<file path="src/rtl/uart_mmio.sv">
//------------------------------------------------------------------------------
// uart_mmio
//
// Memory-mapped UART peripheral that sits between the core's data bus and an
// async_receiver / async_transmitter pair. Received bytes are queued in an RX
// FIFO, bytes written by the core are queued in a TX FIFO, and a small
// sequencer feeds the TX FIFO into the transmitter with a one-shot start pulse
// and a busy handshake.
//
// Register map (word index on addr_i):
//   0 DATA   : write pushes wdata_i[7:0] into TX FIFO; read pops RX FIFO
//   1 STATUS : {16'b0, rx_count[7:0], 3'b0, tx_idle, tx_overrun, rx_overrun,
//               tx_full, rx_not_empty}; writes ignored
//   2 CTRL   : bit0 rx_irq_en, bit1 loopback, bit2 write-1-to-clear overruns
//   3        : reserved, reads 0, writes ignored
//
// Ports:
//   clk_i            system clock (shared with core, RAM and UART)
//   rst_n_i          synchronous active-low reset
//   sel_i            bus access targets this block
//   addr_i[1:0]      word index
//   we_i, re_i       write / read strobes, qualified by sel_i
//   wdata_i[31:0]    write data
//   rdata_o[31:0]    registered read data, valid one cycle after sel_i & re_i
//   irq_o            registered rx_irq_en & rx_not_empty
//   rx_data_ready_i  one-cycle pulse from the receiver
//   rx_data_i[7:0]   received byte, valid with rx_data_ready_i
//   tx_busy_i        transmitter busy
//   tx_start_o       one-cycle start pulse to the transmitter
//   tx_data_o[7:0]   byte to send, held from tx_start_o until the next start
//
// Build option:
//   UART_MMIO_LOOPBACK_EN  when defined, CTRL bit 1 routes bytes leaving the
//                          TX FIFO straight back into the RX FIFO. When
//                          undefined, CTRL bit 1 reads 0 and the path is absent.
//------------------------------------------------------------------------------
module uart_mmio #(
    parameter int FIFO_DEPTH = 16,
    parameter int PTR_W      = $clog2(FIFO_DEPTH)
) (
    input  logic        clk_i,
    input  logic        rst_n_i,
    input  logic        sel_i,
    input  logic [1:0]  addr_i,
    input  logic        we_i,
    input  logic        re_i,
    input  logic [31:0] wdata_i,
    output logic [31:0] rdata_o,
    output logic        irq_o,
    input  logic        rx_data_ready_i,
    input  logic [7:0]  rx_data_i,
    input  logic        tx_busy_i,
    output logic        tx_start_o,
    output logic [7:0]  tx_data_o
);

    localparam logic [1:0] ADDR_DATA   = 2'd0;
    localparam logic [1:0] ADDR_STATUS = 2'd1;
    localparam logic [1:0] ADDR_CTRL   = 2'd2;

    localparam int                CNT_W     = PTR_W + 1;
    localparam logic [CNT_W-1:0]  DEPTH_CNT = CNT_W'(FIFO_DEPTH);
    localparam logic [CNT_W-1:0]  CNT_ONE   = CNT_W'(1);
    localparam logic [PTR_W-1:0]  PTR_ONE   = PTR_W'(1);

    typedef enum logic [1:0] {
        TX_IDLE,
        TX_START,
        TX_WAIT_BUSY,
        TX_WAIT_DONE
    } txState_e;

    // FIFO storage
    logic [7:0]       rxMem [FIFO_DEPTH];
    logic [7:0]       txMem [FIFO_DEPTH];

    // Registered state and next-state
    logic [PTR_W-1:0] rxWrPtr_q, rxWrPtr_d, rxRdPtr_q, rxRdPtr_d;
    logic [PTR_W-1:0] txWrPtr_q, txWrPtr_d, txRdPtr_q, txRdPtr_d;
    logic [CNT_W-1:0] rxCount_q, rxCount_d, txCount_q, txCount_d;
    logic             rxIrqEn_q, rxIrqEn_d;
    logic             rxOverrun_q, rxOverrun_d;
    logic             txOverrun_q, txOverrun_d;
    logic [31:0]      rdata_q, rdata_d;
    logic             irq_q, irq_d;
    logic             txStart_q, txStart_d;
    logic [7:0]       txData_q, txData_d;
    logic [1:0]       waitCnt_q, waitCnt_d;
    txState_e         state_q, state_d;

    // Bus decode
    logic             busRead, busWrite;
    logic             dataRead, dataWrite, ctrlWrite;

    // FIFO control
    logic             rxEmpty, rxFull, txEmpty, txFull;
    logic             rxPushReq, rxPush, rxPop, rxOverSet;
    logic             txPush, txPop, txOverSet;
    logic [7:0]       rxPushData, rxHead, txHead;
    logic             txDataLoad;
    logic             loopbackMode;
    logic             txIdle;
    logic [7:0]       rxCount8;
    logic [31:0]      statusWord, ctrlWord;

    assign busRead   = sel_i & re_i;
    assign busWrite  = sel_i & we_i;
    assign dataRead  = busRead  & (addr_i == ADDR_DATA);
    assign dataWrite = busWrite & (addr_i == ADDR_DATA);
    assign ctrlWrite = busWrite & (addr_i == ADDR_CTRL);

    assign rxEmpty = (rxCount_q == '0);
    assign rxFull  = (rxCount_q == DEPTH_CNT);
    assign txEmpty = (txCount_q == '0);
    assign txFull  = (txCount_q == DEPTH_CNT);
    assign rxHead  = rxMem[rxRdPtr_q];
    assign txHead  = txMem[txRdPtr_q];

    // The sequencer is the only consumer of the TX FIFO; it pops the head
    // during its single START cycle.
    assign txPop = (state_q == TX_START) & ~txEmpty;

`ifdef UART_MMIO_LOOPBACK_EN
    logic loopback_q, loopback_d;
    logic lbPush;
    logic unusedWdata;

    assign loopbackMode = loopback_q;

    // START without a tx_start pulse means the byte was claimed for loopback
    // when the sequencer left IDLE, so it goes into the RX FIFO instead.
    assign lbPush     = (state_q == TX_START) & ~txStart_q & ~txEmpty;
    assign rxPushReq  = lbPush | (rx_data_ready_i & ~loopback_q & ~lbPush);
    assign rxPushData = lbPush ? txHead : rx_data_i;
    assign loopback_d = ctrlWrite ? wdata_i[1] : loopback_q;
    assign unusedWdata = ^wdata_i[31:8];

    always_ff @(posedge clk_i) begin
        if (!rst_n_i) begin
            loopback_q <= 1'b0;
        end else begin
            loopback_q <= loopback_d;
        end
    end
`else
    logic unusedWdata;

    assign loopbackMode = 1'b0;
    assign rxPushReq    = rx_data_ready_i;
    assign rxPushData   = rx_data_i;
    assign unusedWdata  = ^{wdata_i[31:8], wdata_i[1]};
`endif

    // A full RX FIFO still accepts a byte when the same cycle pops one, so
    // only a push into a full FIFO with no pop counts as an overrun.
    assign rxPop     = dataRead & ~rxEmpty;
    assign rxPush    = rxPushReq & (~rxFull | rxPop);
    assign rxOverSet = rxPushReq & rxFull & ~rxPop;

    assign txPush    = dataWrite & ~txFull;
    assign txOverSet = dataWrite & txFull;

    assign txIdle   = txEmpty & (state_q == TX_IDLE);
    assign rxCount8 = 8'(rxCount_q);

    assign statusWord = {16'b0, rxCount8, 3'b0, txIdle, txOverrun_q,
                         rxOverrun_q, txFull, ~rxEmpty};
    assign ctrlWord   = {29'b0, 1'b0, loopbackMode, rxIrqEn_q};

    // FIFO pointer/count bookkeeping, control register and sticky overrun
    // flags. Pushes are gated above so the counts can neither overflow nor
    // underflow; an overrun set in the same cycle as a clear wins.
    always_comb begin
        rxWrPtr_d = rxWrPtr_q;
        rxRdPtr_d = rxRdPtr_q;
        rxCount_d = rxCount_q;
        txWrPtr_d = txWrPtr_q;
        txRdPtr_d = txRdPtr_q;
        txCount_d = txCount_q;

        if (rxPush) rxWrPtr_d = rxWrPtr_q + PTR_ONE;
        if (rxPop)  rxRdPtr_d = rxRdPtr_q + PTR_ONE;
        case ({rxPush, rxPop})
            2'b10:   rxCount_d = rxCount_q + CNT_ONE;
            2'b01:   rxCount_d = rxCount_q - CNT_ONE;
            default: rxCount_d = rxCount_q;
        endcase

        if (txPush) txWrPtr_d = txWrPtr_q + PTR_ONE;
        if (txPop)  txRdPtr_d = txRdPtr_q + PTR_ONE;
        case ({txPush, txPop})
            2'b10:   txCount_d = txCount_q + CNT_ONE;
            2'b01:   txCount_d = txCount_q - CNT_ONE;
            default: txCount_d = txCount_q;
        endcase

        rxIrqEn_d = ctrlWrite ? wdata_i[0] : rxIrqEn_q;

        if (rxOverSet)                   rxOverrun_d = 1'b1;
        else if (ctrlWrite & wdata_i[2]) rxOverrun_d = 1'b0;
        else                             rxOverrun_d = rxOverrun_q;

        if (txOverSet)                   txOverrun_d = 1'b1;
        else if (ctrlWrite & wdata_i[2]) txOverrun_d = 1'b0;
        else                             txOverrun_d = txOverrun_q;

        irq_d = rxIrqEn_q & ~rxEmpty;
    end

    // Read mux. Every register is sampled before this cycle's writes land,
    // so a read and write to the same address returns the old value. A DATA
    // read of an empty FIFO returns 0 even if a byte arrives in that cycle.
    always_comb begin
        rdata_d = rdata_q;
        if (busRead) begin
            case (addr_i)
                ADDR_DATA:   rdata_d = rxPop ? {24'b0, rxHead} : 32'b0;
                ADDR_STATUS: rdata_d = statusWord;
                ADDR_CTRL:   rdata_d = ctrlWord;
                default:     rdata_d = 32'b0;
            endcase
        end
    end

    // TX sequencer next-state. tx_start and tx_data are registered on the
    // IDLE->START edge so both are stable for the whole START cycle. The
    // WAIT_BUSY timeout keeps a transmitter that never raises busy from
    // stalling the queue.
    always_comb begin
        state_d    = state_q;
        waitCnt_d  = 2'd0;
        txStart_d  = 1'b0;
        txDataLoad = 1'b0;

        case (state_q)
            TX_IDLE: begin
                if (~txEmpty & ~tx_busy_i) begin
                    state_d    = TX_START;
                    txStart_d  = ~loopbackMode;
                    txDataLoad = ~loopbackMode;
                end
            end
            TX_START: begin
                state_d = txStart_q ? TX_WAIT_BUSY : TX_IDLE;
            end
            TX_WAIT_BUSY: begin
                if (tx_busy_i || (waitCnt_q == 2'd3)) begin
                    state_d = TX_WAIT_DONE;
                end else begin
                    waitCnt_d = waitCnt_q + 2'd1;
                end
            end
            TX_WAIT_DONE: begin
                if (~tx_busy_i) state_d = TX_IDLE;
            end
            default: state_d = TX_IDLE;
        endcase

        txData_d = txDataLoad ? txHead : txData_q;
    end

    // FIFO storage needs no reset: entries are only read once the counts
    // say they were written.
    always_ff @(posedge clk_i) begin
        if (rxPush) rxMem[rxWrPtr_q] <= rxPushData;
        if (txPush) txMem[txWrPtr_q] <= wdata_i[7:0];
    end

    // State registers. Reset empties both FIFOs, clears CTRL and the flags
    // and abandons any byte in flight with tx_start low.
    always_ff @(posedge clk_i) begin
        if (!rst_n_i) begin
            rxWrPtr_q   <= '0;
            rxRdPtr_q   <= '0;
            rxCount_q   <= '0;
            txWrPtr_q   <= '0;
            txRdPtr_q   <= '0;
            txCount_q   <= '0;
            rxIrqEn_q   <= 1'b0;
            rxOverrun_q <= 1'b0;
            txOverrun_q <= 1'b0;
            rdata_q     <= 32'b0;
            irq_q       <= 1'b0;
            txStart_q   <= 1'b0;
            txData_q    <= 8'b0;
            waitCnt_q   <= 2'd0;
            state_q     <= TX_IDLE;
        end else begin
            rxWrPtr_q   <= rxWrPtr_d;
            rxRdPtr_q   <= rxRdPtr_d;
            rxCount_q   <= rxCount_d;
            txWrPtr_q   <= txWrPtr_d;
            txRdPtr_q   <= txRdPtr_d;
            txCount_q   <= txCount_d;
            rxIrqEn_q   <= rxIrqEn_d;
            rxOverrun_q <= rxOverrun_d;
            txOverrun_q <= txOverrun_d;
            rdata_q     <= rdata_d;
            irq_q       <= irq_d;
            txStart_q   <= txStart_d;
            txData_q    <= txData_d;
            waitCnt_q   <= waitCnt_d;
            state_q     <= state_d;
        end
    end

    assign rdata_o    = rdata_q;
    assign irq_o      = irq_q;
    assign tx_start_o = txStart_q;
    assign tx_data_o  = txData_q;

endmodule

</file>
<file path="config.mk">
export PLATFORM = sky130hd
export DESIGN_NAME = uart_mmio
export DESIGN_NICKNAME = d
export VERILOG_FILES = /design/src/rtl/uart_mmio.sv
export SDC_FILE = /design/constraint.sdc
export NUM_CORES = 1
export LEC_CHECK = 0
export ABC_AREA = 1
export CORE_MARGIN = 2
export CORE_UTILIZATION = 53
export CTS_CLUSTER_DIAMETER = 100
export CTS_CLUSTER_SIZE = 16
export DETAILED_ROUTE_END_ITERATION = 8
export HOLD_SLACK_MARGIN = 0.03
export PLACE_DENSITY = 0.73
export RECOVER_POWER = 50
export SLEW_MARGIN = 15
export SYNTH_ARGS = -nofsm -noshare
export SYNTH_HDL_FRONTEND = slang
export SYNTH_SLANG_ARGS = --single-unit
</file>
<file path="constraint.sdc">
create_clock -name clk_i -period 3.45 [get_ports clk_i]
set_input_delay 0.345 -clock clk_i [delete_from_list [all_inputs] [get_ports clk_i]]
set_output_delay 0.345 -clock clk_i [all_outputs]
set_load 0.05 [all_outputs]
</file>
==> run summary <==
gr usage total - 0.211
Root Buffer - clkbuf_16
Critical Path AT - 3160 ps
setup violators final - 0
post_cts resized - 0
Avg Synthesized Cell Area - 11.3 sq um
CTS max path bufs - 3
clock skew - 13.1 ps
CP startpoint kind - input pin
Seq. cell area - 8890 sq um
uppermost routed layer - met4
post-route ant nets - 0
Final Wtd Congestion - 0.815
Final Cycle Share - 0.785
R2R Path Start - txCount_q[1]
via density per instance - 5.56
post-layout minimum cycle time - 2710 ps
CP startpoint - rst_n_i
met2 wire len - 13,400 um
core area - 24,300 sq um
drt pass-1 iters - 6
R2R cell count - 17
Synth area leader - edfxtp_1
area occupied by multi-input gates - 3580 sq um
Fin Setup TNS - 0 ps
warning count from the yosys run - 0
total grt overflow - 0
most common cell after layout, fill and taps aside - edfxtp_1
final wirelength - 27,600 um
initial antenna violation count - 0
final core occ - 0.598
crit path max fanout - 29
ratio of cells with drive above 1 in the final layout - 0.0589
post-synthesis sequential area ratio - 0.675
Synth area leaders - edfxtp_1 (58%), dfxtp_1 (9.1%), nor2_1 (5.5%)
cts bufs inserted - 23
outcome - completed
ys async rst share - 0
worst vdd ir - 0.000394 V
Max Clock Freq - 0.369 GHz
num ports - 91
measured slew at the worst slew-check pin - 1270 ps
Cell Pwr Density - 507 nW/um^2
most frequent cells in the layout - edfxtp_1 (256), nor2_1 (193), nand2_1 (132)
Die ar. - 26,100 sq um
Area growth syn-to-layout - 10.4%
number of enable flip-flop cells after synthesis - 256
RSZ-0062 raised after global routing - no
Starting Density - 0.541
final worst setup slack - 743 ps
Required @ worst endpoint - 3910 ps
number of max-cap violations - 0
hold wc startpoint - waitCnt_q[0]
Die Ht - 162 um
Netlist Area Pre-Place - 13,200 sq um
worst slack at placement - 503 ps
Hold Buf Count CTS - 0
row count - 57
Sink Count - 316
final instance area - 14,500 sq um
number of setup buffers added after CTS - 0
Hold Path Stages - 1
Worst-path clk slew - 70 ps
Cell Area, Placed - 13,900 sq um
top cell type's share of synthesized area - 0.584
first-pass GRT wire length - 42,800 um
Buffers on Ports - 47
Distinct cells, synth - 44
Remaining DRCs - 0
n_diodes - 0
total vias in the final route - 8,601
wire length per cell - 17.8 um
Die X - 162 um
Leak - 5.18 nW
crit path capture type - register
routed wl met3 - 1380 um
CTS tree - built
final net count - 1,273
hpwl dp - 17,300 um
Final Hold Vio Count - 0
DRT iter0 DRCs - 775
largest net degree at the start of global routing - 68
wl on met1 - 11,800 um
Most used DFF post-synth - edfxtp_1
HP Class - register to register
Relative slew margins - 0.152
Worst-Skew Late Latency - 520 ps
# fillers - 1,931
Max Slew Vio Count - 0
H-tree depth - 1
Yosys reg bits - 316
Post-Synthesis Cells - 1,162
vias in the first global route - 7,975
kind of critical path - input pin to register
cells by family after synthesis:
logic type | after synthesis | share of synthesized area
AO/OA/AOI/OAI | 262 | 0.118
XOR/XNOR | 5 | 0.00333
flip-flops | 316 | 0.675
buffers and inverters | 156 | 0.0543
other | 1 | 0.000285
adder cells (fa/ha/maj) | 17 | 0.0162
AND/OR/NAND/NOR | 405 | 0.133
flip-flops by register name, summed over array words and instances, names as in the netlist, 2 cells and up, named ones only:
register and count:
txWrPtr_q 4, rxMem 128, txRdPtr_q 4, rxWrPtr_q 4, txMem 128, rxRdPtr_q 4
waitCnt_q 2, rxCount_q 5, tx_data_o 8, rdata_o 13, txCount_q 5
layout make-up:
type                            instances  area share
Timing Repair Buffer                   76      0.0467
Multi-Input combinational cell        708       0.247
Tap cell                              324      0.0279
Clock buffer                           41      0.0457
Sequential cell                       316       0.612
Inverter                               82      0.0213
power breakdown:
part	internal [mW]	total [mW]	switching, mW
sequential	4.18	4.22	0.0384
clock	1.30	2.50	1.20
combinational	0.178	0.655	0.476
synth_stat cells (all sizes together) (2+ instances only):
library cell,instances
a21oi,40
buf,47
clkbuf,27
clkinv,2
dfxtp,60
edfxtp,256
ha,17
inv,80
nand2,137
nand3,63
nand4,2
nor2,196
nor3,3
nor3b,2
nor4,2
o211ai,29
o21a,2
o21ai,141
o221ai,30
o22ai,14
xor2,4
stage by stage:
stage,cells,hold slack (ps),power (mW)
5_1_grt,1547,462,7.61
4_1_cts,1547,447,7.43
2_1_floorplan,1180,408,4.76
6_report,1547,436,7.37
3_5_place_dp,1506,433,4.97
3_3_place_gp,1506,417,4.95
layer usage:
metal / GRT usage / vias to the layer above
met4: 0.0836 / 0
met5: 0 / -
li1: - / 4153
met3: 0.0226 / 59
met2: 0.355 / 259
met1: 0.282 / 4130
path summary, 6_finish.rpt:
path	slack, ps	endpoint
worst max-delay path	740	tx_data_o[3]
worst min-delay path	440	waitCnt_q[0]
worst max register to register	910	txCount_q[4]
worst min register to register	440	waitCnt_q[0]
worst max-delay path, cell delays in order:
cell           delay, ps
dlygate4sd3_1        520
clkbuf_1             930
inv_1                830
a21oi_1              320
o21ai_0              120
inv_1                 80
Power figures use the tool's default switching activity.
